**src/rtl/alu_wb_stage_if.sv**
```systemverilog
// rtl/alu_wb_stage_if.sv - upstream entry and writeback handshake bundle for alu_wb_stage
interface alu_wb_stage_if #(
  parameter int DATA_W = 16,
  parameter int REG_AW = 3
);
  // Upstream entry from the ALU
  logic              IN_VALID;
  logic              IN_READY;
  logic [DATA_W-1:0] ALU_OUT;
  logic [3:0]        FLAG_OUT;
  logic [3:0]        S_ALU;
  logic [REG_AW-1:0] DEST_REG;
  logic              WE_REG;
  logic              WE_FLAG;
  logic              BR_EN;
  logic [2:0]        BR_COND;

  // Writeback head entry towards the register file
  logic              WB_VALID;
  logic              WB_READY;
  logic [DATA_W-1:0] WB_DATA;
  logic [REG_AW-1:0] WB_DEST;
  logic              WB_WE;
  logic              BR_TAKEN;

  // Architectural flag register {S,Z,C,V}
  logic [3:0]        FLAGS;

  modport master (
    output IN_VALID, ALU_OUT, FLAG_OUT, S_ALU, DEST_REG, WE_REG, WE_FLAG,
           BR_EN, BR_COND, WB_READY,
    input  IN_READY, WB_VALID, WB_DATA, WB_DEST, WB_WE, BR_TAKEN, FLAGS
  );

  modport slave (
    input  IN_VALID, ALU_OUT, FLAG_OUT, S_ALU, DEST_REG, WE_REG, WE_FLAG,
           BR_EN, BR_COND, WB_READY,
    output IN_READY, WB_VALID, WB_DATA, WB_DEST, WB_WE, BR_TAKEN, FLAGS
  );
endinterface

```
**src/rtl/alu_wb_stage.sv**
```systemverilog
// rtl/alu_wb_stage.sv - ALU execute/writeback stage: 2-entry skid buffer, flag register, branch resolve; optional FLAG_FWD_EN
module alu_wb_stage #(
  parameter int DATA_W = 16,
  parameter int REG_AW = 3
) (
  input logic          CLK,
  input logic          RST,
  alu_wb_stage_if.slave bus
);

  localparam logic [3:0] S_ALU_NOP = 4'b1111;
  localparam logic [1:0] DEPTH     = 2'd2;

  typedef struct packed {
    logic [DATA_W-1:0] data;
    logic [REG_AW-1:0] dest;
    logic              we;
    logic              br;
  } entry_t;

  localparam entry_t ENTRY_EMPTY = '0;

  // slot0 is always the head; slot1 only holds data when count == 2
  entry_t     slot0;
  entry_t     slot1;
  logic [1:0] count;
  logic [3:0] flags_r;

  logic       accept;
  logic       pop;
  logic       flag_wr;
  logic [3:0] cond_flags;
  logic       br_new;
  entry_t     new_entry;

  // Condition table over {S,Z,C,V}
  function automatic logic eval_cond(input logic [2:0] sel, input logic [3:0] f);
    logic s, z, c, v, hit;
    s = f[3];
    z = f[2];
    c = f[1];
    v = f[0];
    hit = 1'b0;
    case (sel)
      3'b000: hit = 1'b1;
      3'b001: hit = z;
      3'b010: hit = !z;
      3'b011: hit = c;
      3'b100: hit = !c;
      3'b101: hit = s;
      3'b110: hit = s ^ v;
      3'b111: hit = !(s ^ v);
    endcase
    return hit;
  endfunction

  // Ready depends only on reset and registered occupancy, never on WB_READY
  assign bus.IN_READY = !RST && (count < DEPTH);
  assign accept       = bus.IN_VALID && bus.IN_READY;
  assign pop          = (count != 2'd0) && bus.WB_READY;
  assign flag_wr      = accept && bus.WE_FLAG && (bus.S_ALU != S_ALU_NOP);

  // Branch sees the flags from before this entry, unless fused compare-and-branch is built in
  always_comb begin
    cond_flags = flags_r;
`ifdef FLAG_FWD_EN
    if (bus.BR_EN && bus.WE_FLAG && (bus.S_ALU != S_ALU_NOP)) begin
      cond_flags = bus.FLAG_OUT;
    end
`endif
    br_new = bus.BR_EN && eval_cond(bus.BR_COND, cond_flags);
  end

  // Pack the incoming entry as it will sit in the buffer
  always_comb begin
    new_entry      = ENTRY_EMPTY;
    new_entry.data = bus.ALU_OUT;
    new_entry.dest = bus.DEST_REG;
    new_entry.we   = bus.WE_REG;
    new_entry.br   = br_new;
  end

  // Architectural flags update at acceptance; no-ops and non-flag entries leave them alone
  always_ff @(posedge CLK) begin
    if (RST) begin
      flags_r <= 4'b0000;
    end else if (flag_wr) begin
      flags_r <= bus.FLAG_OUT;
    end
  end

  // FIFO occupancy and slot movement; vacated slots are cleared so idle outputs read zero
  always_ff @(posedge CLK) begin
    if (RST) begin
      count <= 2'd0;
      slot0 <= ENTRY_EMPTY;
      slot1 <= ENTRY_EMPTY;
    end else begin
      case ({accept, pop})
        2'b10: begin
          if (count == 2'd0) begin
            slot0 <= new_entry;
          end else begin
            slot1 <= new_entry;
          end
          count <= count + 2'd1;
        end
        2'b01: begin
          if (count == DEPTH) begin
            slot0 <= slot1;
          end else begin
            slot0 <= ENTRY_EMPTY;
          end
          slot1 <= ENTRY_EMPTY;
          count <= count - 2'd1;
        end
        2'b11: begin
          // Head leaves while a new entry arrives: occupancy unchanged, order kept
          if (count == 2'd1) begin
            slot0 <= new_entry;
          end else begin
            slot0 <= slot1;
            slot1 <= new_entry;
          end
        end
        default: begin
        end
      endcase
    end
  end

  assign bus.WB_VALID = (count != 2'd0);
  assign bus.WB_DATA  = slot0.data;
  assign bus.WB_DEST  = slot0.dest;
  assign bus.WB_WE    = slot0.we;
  assign bus.BR_TAKEN = slot0.br;
  assign bus.FLAGS    = flags_r;

endmodule

```
**src/flat_wrapper.sv**
```systemverilog
// flat-port wrapper written by rule: the top's interface ports become plain ports
module alu_wb_stage_flat 
#(
  parameter int DATA_W = 16,
  parameter int REG_AW = 3
)
  (CLK, RST, bus_IN_VALID, bus_ALU_OUT, bus_FLAG_OUT, bus_S_ALU, bus_DEST_REG, bus_WE_REG, bus_WE_FLAG, bus_BR_EN, bus_BR_COND, bus_WB_READY, bus_IN_READY, bus_WB_VALID, bus_WB_DATA, bus_WB_DEST, bus_WB_WE, bus_BR_TAKEN, bus_FLAGS);
  alu_wb_stage_if #(.DATA_W(DATA_W), .REG_AW(REG_AW)) bus_i ();
  input logic CLK;
  input logic RST;
  input wire logic [$bits(bus_i.IN_VALID)-1:0] bus_IN_VALID;
  input wire logic [$bits(bus_i.ALU_OUT)-1:0] bus_ALU_OUT;
  input wire logic [$bits(bus_i.FLAG_OUT)-1:0] bus_FLAG_OUT;
  input wire logic [$bits(bus_i.S_ALU)-1:0] bus_S_ALU;
  input wire logic [$bits(bus_i.DEST_REG)-1:0] bus_DEST_REG;
  input wire logic [$bits(bus_i.WE_REG)-1:0] bus_WE_REG;
  input wire logic [$bits(bus_i.WE_FLAG)-1:0] bus_WE_FLAG;
  input wire logic [$bits(bus_i.BR_EN)-1:0] bus_BR_EN;
  input wire logic [$bits(bus_i.BR_COND)-1:0] bus_BR_COND;
  input wire logic [$bits(bus_i.WB_READY)-1:0] bus_WB_READY;
  output wire logic [$bits(bus_i.IN_READY)-1:0] bus_IN_READY;
  output wire logic [$bits(bus_i.WB_VALID)-1:0] bus_WB_VALID;
  output wire logic [$bits(bus_i.WB_DATA)-1:0] bus_WB_DATA;
  output wire logic [$bits(bus_i.WB_DEST)-1:0] bus_WB_DEST;
  output wire logic [$bits(bus_i.WB_WE)-1:0] bus_WB_WE;
  output wire logic [$bits(bus_i.BR_TAKEN)-1:0] bus_BR_TAKEN;
  output wire logic [$bits(bus_i.FLAGS)-1:0] bus_FLAGS;
  assign bus_i.IN_VALID = bus_IN_VALID;
  assign bus_i.ALU_OUT = bus_ALU_OUT;
  assign bus_i.FLAG_OUT = bus_FLAG_OUT;
  assign bus_i.S_ALU = bus_S_ALU;
  assign bus_i.DEST_REG = bus_DEST_REG;
  assign bus_i.WE_REG = bus_WE_REG;
  assign bus_i.WE_FLAG = bus_WE_FLAG;
  assign bus_i.BR_EN = bus_BR_EN;
  assign bus_i.BR_COND = bus_BR_COND;
  assign bus_i.WB_READY = bus_WB_READY;
  assign bus_IN_READY = bus_i.IN_READY;
  assign bus_WB_VALID = bus_i.WB_VALID;
  assign bus_WB_DATA = bus_i.WB_DATA;
  assign bus_WB_DEST = bus_i.WB_DEST;
  assign bus_WB_WE = bus_i.WB_WE;
  assign bus_BR_TAKEN = bus_i.BR_TAKEN;
  assign bus_FLAGS = bus_i.FLAGS;
  alu_wb_stage #(.DATA_W(DATA_W), .REG_AW(REG_AW)) u_core (.CLK(CLK), .RST(RST), .bus(bus_i));
endmodule
```
**config.mk**
```make
export PLATFORM = sky130hd
export DESIGN_NAME = alu_wb_stage_flat
export DESIGN_NICKNAME = d
export VERILOG_FILES = /design/src/rtl/alu_wb_stage_if.sv /design/src/rtl/alu_wb_stage.sv /design/src/flat_wrapper.sv
export SDC_FILE = /design/constraint.sdc
export NUM_CORES = 1
export LEC_CHECK = 0
export CAP_MARGIN = 20
export CORE_UTILIZATION = 52
export CTS_BUF_LIST = sky130_fd_sc_hd__clkbuf_4 sky130_fd_sc_hd__clkbuf_8
export DETAILED_ROUTE_END_ITERATION = 8
export PLACE_DENSITY = 0.88
export SKIP_CTS_REPAIR_TIMING = 1
export SYNTH_ARGS = -nofsm -noshare
export SYNTH_HDL_FRONTEND = slang
export SYNTH_SLANG_ARGS = --single-unit
export TNS_END_PERCENT = 10
```
**constraint.sdc**
```tcl
create_clock -name CLK -period 3.5 [get_ports CLK]
set_clock_uncertainty 0.1 [all_clocks]
set_input_delay 0.525 -clock CLK [delete_from_list [all_inputs] [get_ports CLK]]
set_output_delay 0.525 -clock CLK [all_outputs]
set_load 0.02 [all_outputs]
```
==> results by group, run 1 <==
Clock network
  • TritonCTS clock tree: done
  • Reg clk slew, reported paths: 0.08 ns
  • Max Root-Sink Buffers: 2
  • Clk Latency, worst-skew pair: 0.29 ns
  • Clk root buf: clkbuf_8
  • CTS sink count: 48
  • TritonCTS Buffers: 5
  • H-Tree Level Count: 2

STA
  • Final slew viol count: 0
  • Final worst-path cycle share: 0.694
  • Setup total negative slack: 0 ns
  • Pin slew with the least headroom to its limit: 1.00 ns
  • Worst slew slack as a fraction of its limit: 0.331
  • Shortest period the worst path allows: 2.43 ns
  • RSZ-0062 raised after global routing: false
  • Final hold vios: 0
  • Count of endpoints failing setup in the final report: 0
  • Maximum operating frequency: 412 MHz

Drt
  • Top Layer Used: met4
  • Met2 wirelength from detailed routing: 2560 um
  • Routed vias: 1931
  • Total routed wirelength: 5070 um
  • Number of remaining DRC errors: 0
  • Antenna Nets Post-Route: 0
  • Routed via count divided by cell count: 5.96
  • DR WL met3: 350 um
  • Number of iterations in the first detailed-routing pass: 8
  • Wl on met1: 2100 um
  • Wire per inst: 15.7 um
  • DRC marker count from the first detailed-route iteration: 260

Cells and area
  • Count of filler cells inserted in the layout: 287
  • Nets: 320
  • Post-Layout Cell Count: 324
  • Synthesis-to-finish area growth: 37.6%
  • N_diodes: 0
  • Share of final-layout standard cells stronger than drive strength 1: 0.0725

GRT
  • Via count of the first global-routing pass: 1875
  • Global routing usage summed across all routing layers: 0.253
  • Largest net degree at the start of global routing: 50
  • Initial antenna violation count: 0
  • Total overflow reported by the global router: 0
  • Wire length of the first global-routing pass: 8280 um

Placement
  • Routability congestion estimate from global placement: 0.736
  • Detail Placement HPWL: 3280 um
  • Port-buffer cells: 63
  • Placed cells: 317

Outcome
  • Status: complete, no violations

Synthesis
  • Total nets after synthesis: 263
  • Part of the Yosys area used for sequential elements: 0.466
  • Post-synth ARST share: 0
  • Number of library cell types mapped by synthesis: 31
  • Dominant synthesized flop cell: dfxtp_1
  • Cell taking the most area after synthesis: dfxtp_1
  • Leading cell type by number of instances after synthesis: dfxtp_1
  • Yosys warning total: 0
  • Cell types occupying the most area after synthesis: dfxtp_1 47%, a222oi_1 9.7%, nand3b_1 7.7%
  • Most frequent cells after synthesis: 48 x dfxtp_1, 28 x nor2_1, 22 x a21oi_1, 22 x nand2_1, 21 x nand3b_1
  • Summed instance area of the synthesized netlist: 2060 um^2
  • Cells after synthesis: 219
  • Share of the synthesized area in the top cell type: 0.466
  • Post-synthesis area per instance: 9.41 um^2
  • Number of flops mapped to enable cells by yosys: 0
  • Register bit count reported by yosys: 48

Worst setup path
  • Crit start category: flop
  • Data arrival time of the worst path: 2.52 ns
  • Dominant delay contributor by cell family on the critical path: compound AO/OA/AOI/OAI gates
  • Critical path startpoint: u_core.count[1]
  • Crit. path cell count: 7
  • Capturing element type of the critical path: flop
  • Critical path start-end classification: reg -> reg
  • Cell with the biggest individual delay on the critical path: a221o_2
  • Worst Path Buf+Inv: 2
  • Critical Path Most Common Cell: ha_1
  • Cell count of the worst reg-to-reg path: 7
  • Crit-path max cell delay: 0.59 ns
  • Register-to-Register Setup Slack: 1.07 ns
  • Series of cell instances along the critical path: inv_1 > ha_1 > nand2b_4 > inv_2 > ha_1 > a221o_2 > o41ai_1
  • Critical register-to-register path startpoint: u_core.count[1]
  • Critical Path Fanout Max: 22
  • Required time worst endpoint: 3.59 ns

Power
  • Net switching power figure: 0.000632 W
  • Power density over the cells: 660 nW/um^2
  • Leakage Power: 1.06 nW
  • Combinational cell fraction of total power: 0.376
  • Sequential share of power: 0.380
  • Switching part of the total power: 0.337
  • Peak supply drop: 0.000537 V
  • Internal power summed over all cells: 0.00124 W
  • Clock share of power: 0.244

Die
  • Standard cell core area: 3740 um^2
  • Floorplan die area: 4220 um^2
  • Chip height: 65.0 um
  • Starting density of the core: 0.550
  • Ports placed on the boundary: 64
  • Die Span X: 65.0 um
  • Row Count: 22

Flow run
  • Max_cap viols: 0

Hold path
  • Type of the most critical hold path: reg -> reg
  • Number of stages on the worst hold path: 2
  • Hold path start: u_core.slot1[6]
==> final timing paths <==
path                                        end
worst min register to register  u_core.slot1[6]
worst max register to register  u_core.slot1[0]
worst max-delay path            u_core.slot1[0]
worst min-delay path            u_core.slot1[6]
==> metrics by stage <==
stage	total power, W	utilization	area [um^2]	setup WS (ns)	hold WS (ns)
4_1_cts	0.00187	0.758	2840	1.08	0.357
3_3_place_gp	0.00139	0.723	2710	0.954	0.339
2_1_floorplan	0.00118	-	2060	1.23	0.332
6_report	0.00187	0.758	2840	1.07	0.361
3_5_place_dp	0.00141	0.723	2710	0.921	0.346
5_1_grt	0.00198	0.758	2840	0.909	0.371
==> placed cells by master, fill, tap and decap left out, types with 2 or more instances in the layout <==
| cell type | Yosys | final |
|---|---|---|
| nor2_1 | 28 | 28 |
| bufinv_16 | 0 | 2 |
| nand3b_1 | 21 | 21 |
| a222oi_1 | 20 | 20 |
| clkbuf_8 | 0 | 5 |
| mux2i_1 | 6 | 6 |
| xnor2_1 | 3 | 3 |
| inv_1 | 3 | 3 |
| nand2_1 | 22 | 22 |
| a21oi_1 | 22 | 20 |
| clkdlybuf4s50_1 | 0 | 62 |
| a211oi_1 | 2 | 2 |
| nor4bb_1 | 2 | 2 |
| dfxtp_1 | 48 | 48 |
| nand2b_1 | 2 | 2 |
| inv_2 | 2 | 2 |
| buf_4 | 0 | 4 |
| ha_1 | 7 | 7 |
| a21oi_2 | 0 | 2 |
==> kinds of logic (layout without fill, tap and decap cells) <==
family,count (synthesis),in the layout,synth area share
buf+inv,22,79,0.0492
mux,6,6,0.0291
compound gates,53,53,0.197
fa+ha+maj,7,7,0.0425
simple gates,80,80,0.203
xor+xnor,3,3,0.0128
flops,48,48,0.466
==> power groups by stage <==
stage	logic, W	registers, W	clock network, W
6_report	0.000704	0.000712	0.000456
5_1_grt	0.000766	0.000722	0.000494
4_1_cts	0.000703	0.000710	0.000462
3_5_place_dp	0.000694	0.000720	0
3_3_place_gp	0.000677	0.000718	0
2_1_floorplan	0.000429	0.000751	0
==> worst register-to-register path, stage by stage, from the launching register on <==
cell and delay (ns):
dfxtp_1 0.34, inv_1 0.08, ha_1 0.31, nand2b_4 0.22, inv_2 0.06, ha_1 0.23
a221o_2 0.59, o41ai_1 0.39
==> registers in the layout, summed over array words and instances, names as in the netlist <==
signal	flops
u_core.count	2
u_core.bus.BR_TAKEN	1
u_core.bus.FLAGS	4
u_core.bus.WB_DEST	3
u_core.bus.WB_WE	1
u_core.bus.WB_DATA	16
u_core.slot1	21
==> layout make-up <==
| cell class | count | area (um^2) | share of cell area |
|---|---|---|---|
| sequential | 48 | 961 | 0.339 |
| inverter | 5 | 18.8 | 0.00662 |
| clock buffer | 5 | 68.8 | 0.0243 |
| tap | 48 | 60.1 | 0.0212 |
| clock inverter | 2 | 60.1 | 0.0212 |
| multi-input combinational | 149 | 1010 | 0.357 |
| timing repair buffer | 67 | 656 | 0.231 |
==> layer usage <==
layer / global-route usage / up-vias
met1: 0.291 / 922
met3: 0.0563 / 7
li1: - / 924
met5: 0 / -
met2: 0.448 / 78
met4: 0.103 / 0
No activity file was read; power rests on OpenSTA's default activity.
==> run 2: changes to the inputs <==
--- a/config.mk
+++ b/config.mk
@@ -6,10 +6,10 @@
 export NUM_CORES = 1
 export LEC_CHECK = 0
 export CAP_MARGIN = 20
-export CORE_UTILIZATION = 52
+export CORE_UTILIZATION = 43
 export CTS_BUF_LIST = sky130_fd_sc_hd__clkbuf_4 sky130_fd_sc_hd__clkbuf_8
 export DETAILED_ROUTE_END_ITERATION = 8
-export PLACE_DENSITY = 0.88
+export PLACE_DENSITY = 0.78
 export SKIP_CTS_REPAIR_TIMING = 1
 export SYNTH_ARGS = -nofsm -noshare
 export SYNTH_HDL_FRONTEND = slang
==> constraint.sdc (replaced) <==
create_clock -name CLK -period 2 [get_ports CLK]
set_clock_uncertainty 0.1 [all_clocks]
set_input_delay 0.3 -clock CLK [delete_from_list [all_inputs] [get_ports CLK]]
set_output_delay 0.3 -clock CLK [all_outputs]
set_load 0.02 [all_outputs]
==> run 2 against run 1 <==
Clock power up 54%. Flip-flop and latch count unchanged. The flow now finishes with violations (DRC, setup timing). Critical endpoint is now u_core.bus.WB_DEST[2]. Fmax increased by 21%. Largest power group is now combinational cells. Combinational power increased by 120%. Cell area increased by 9.4%. Die area up 20%. Wire length rose by 8.4%.
==> results by group, run 2 (synthesis results as in run 1) <==
Outcome
  • Status: finished with violations
  • Violated checks: DRC, setup timing

STA
  • Worst slew slack as a fraction of its limit: 0.609 (+0.278)
  • Final hold vios: 0 (unchanged)
  • Final slew viol count: 0 (unchanged)
  • Count of endpoints failing setup in the final report: 1 (+1)
  • Maximum operating frequency: 499 MHz (+21%)
  • Pin slew with the least headroom to its limit: 0.585 ns (-0.418 ns)
  • RSZ-0062 raised after global routing: true
  • Final worst-path cycle share: 1.00 (+0.308)
  • Smallest setup slack after layout: -0.00314 ns (-1.07 ns)
  • Shortest period the worst path allows: 2.00 ns (-0.426 ns)

Die
  • Chip height: 71.2 um (+9.7%)
  • Standard cell core area: 4470 um^2 (+20%)
  • Ports placed on the boundary: 64 (unchanged)
  • Floorplan die area: 5070 um^2 (+20%)
  • Starting density of the core: 0.461 (-0.0899)
  • Row Count: 24 (+9.1%)
  • Die Span X: 71.2 um (+9.7%)

Clock network
  • H-Tree Level Count: 2 (unchanged)
  • Clk Latency, worst-skew pair: 0.31 ns (+0.02 ns)
  • CTS sink count: 48 (unchanged)
  • Reg clk slew, reported paths: 0.09 ns (about the same)
  • TritonCTS Buffers: 5 (unchanged)
  • Max Root-Sink Buffers: 2 (unchanged)
  • TritonCTS clock tree: done
  • Clk root buf: clkbuf_8

Placement
  • Routability congestion estimate from global placement: 0.754 (+2.4%)
  • Post-Place Setup Slack: -0.237 ns (-1.16 ns)
  • Port-buffer cells: 63 (unchanged)
  • Detail Placement HPWL: 3290 um (+0.31%)

Worst setup path
  • Crit start category: flop
  • Critical register-to-register path startpoint: u_core.count[1]
  • Critical path start-end classification: reg -> reg
  • Required time worst endpoint: 2.09 ns (-1.50 ns)
  • Data arrival time of the worst path: 2.09 ns (-0.43 ns)
  • Crit-path max cell delay: 0.39 ns (-0.20 ns)
  • Series of cell instances along the critical path: inv_2 > ha_4 > nand2b_4 > inv_4 > buf_6 > ha_4 > nand2_4 > a21oi_4 > clkbuf_16 > a222oi_1 > nor2_1
  • Dominant delay contributor by cell family on the critical path: compound AO/OA/AOI/OAI gates
  • Capturing element type of the critical path: flop
  • Reg-to-Reg End: u_core.bus.WB_DEST[2]
  • Cell with the biggest individual delay on the critical path: a222oi_1
  • Critical Path Most Common Cell: ha_4
  • Cell count of the worst reg-to-reg path: 11 (+4)
  • Critical Path Fanout Max: 5 (-77%)
  • Register-to-Register Setup Slack: -0.003 ns (-1.07 ns)
  • Worst Path Buf+Inv: 4 (+2)

Cells and area
  • Share of final-layout standard cells stronger than drive strength 1: 0.162 (+0.0890)
  • Largest register by flop count: u_core.slot1
  • Total area of multi-input combinational cells: 1100 um^2 (+8.7%)
  • N_diodes: 0 (unchanged)
  • FF/Latch Area: 963 um^2 (+0.26%)
  • Leading cell types in the layout, fill and taps excluded: 61 x clkdlybuf4s50_1, 46 x dfxtp_1, 27 x nor2_1, 21 x nand3b_1
  • Flip-flop count of the largest register after layout: 21 (unchanged)
  • Final Util: 0.694 (-0.0639)
  • Count of filler cells inserted in the layout: 335 (+17%)
  • Synthesis-to-finish area growth: 50.6%
  • Most frequent standard cell in the layout excluding fill and tap cells: clkdlybuf4s50_1
  • Nets: 334 (+4.4%)

Power
  • Leakage Power: 1.17 nW (+11%)
  • Peak supply drop: 0.000608 V (+13%)
  • Power density over the cells: 1120 nW/um^2 (+70%)

Drt
  • Number of remaining DRC errors: 6 (+6)
  • Antenna Nets Post-Route: 0 (unchanged)
  • Number of iterations in the first detailed-routing pass: 8 (unchanged)
  • Routed vias: 2019 (+4.6%)
  • DRC marker count from the first detailed-route iteration: 200 (-23%)
  • Routed via count divided by cell count: 5.89 (-1.2%)
  • Wire per inst: 16.0 um (+2.4%)
  • Total routed wirelength: 5500 um (+8.4%)

GRT
  • Via count of the first global-routing pass: 1893 (+0.96%)
  • Total overflow reported by the global router: 0 (unchanged)
  • Global routing usage summed across all routing layers: 0.205 (-0.0478)
  • Largest net degree at the start of global routing: 50 (unchanged)
  • Wire length of the first global-routing pass: 8270 um (about the same)
  • Initial antenna violation count: 0 (unchanged)

Hold path
  • Hold path start: u_core.slot1[7]
  • Number of stages on the worst hold path: 2 (unchanged)
  • WHS Endpoint: u_core.slot1[7]
  • Type of the most critical hold path: reg -> reg

Flow run
  • Max_cap viols: 0 (unchanged)
run 2: changes by cell type in the layout (fill, tap and decap cells not counted), moves of 3 or more:
| cell | previous run | this run |
|---|---|---|
| ha_4 | 0 | 3 |
| buf_4 | 4 | 11 |
| ha_1 | 7 | 3 |
| buf_12 | 0 | 3 |
run 2: worst min-delay path: cells and delay by family, from the launching register on:
| kind | cells | cell delay (ns) |
|---|---|---|
| AO/OA/AOI/OAI | 1 | 0.05 |
| AND/OR/NAND/NOR | 1 | 0.05 |
| flip-flops | 1 | 0.32 |
run 2: stage by stage:
step	area (um^2)	cells	hold slack, ns	TNS, ns	total power [W]
after floorplan	2060	219	0.332	-0.736	0.00207
after detailed placement	2840	332	0.344	-6.63	0.00266
after CTS	2950	340	0.357	-0.515	0.00336
after global routing	3100	343	0.376	-0.358	0.00367
after global placement	2840	332	0.339	-5.92	0.00263
final	3100	343	0.358	-0.00314	0.00349
run 2: worst max-delay path by stage:
stage	start	to	slack (ns)	cells past startpoint
6_report	u_core.count[1]	u_core.bus.WB_DEST[2]	-0.003	11
5_1_grt	u_core.count[1]	u_core.bus.WB_DEST[2]	-0.08	11
4_1_cts	u_core.count[0]	bus_WB_VALID	-0.11	5
3_5_place_dp	bus_IN_VALID	u_core.bus.WB_DEST[2]	-0.24	7
3_3_place_gp	bus_WB_READY	u_core.bus.BR_TAKEN	-0.19	7
2_1_floorplan	u_core.count[1]	u_core.slot1[7]	-0.04	9
run 2: routing by layer:
layer	up-vias	wire, um	track usage
met5	-	0	0
met4	0	112	0.0911
met3	10	435	0.0380
met2	107	2690	0.371
met1	951	2260	0.236
li1	951	-	-
run 2: where the power goes:
group	leakage, nW	total (W)	internal (W)	switching (W)
clock	0.0586	0.000703	0.000385	0.000318
sequential	0.392	0.00125	0.00114	0.000107
combinational	0.717	0.00154	0.000751	0.000788
run 2: area by class of cell:
cell class	instances	share of cell area
clock buffer	6	0.0246
clock inverter	2	0.0113
inverter	5	0.00685
multi-input combinational	149	0.354
sequential	48	0.310
tap	52	0.0210
timing repair buffer	81	0.272
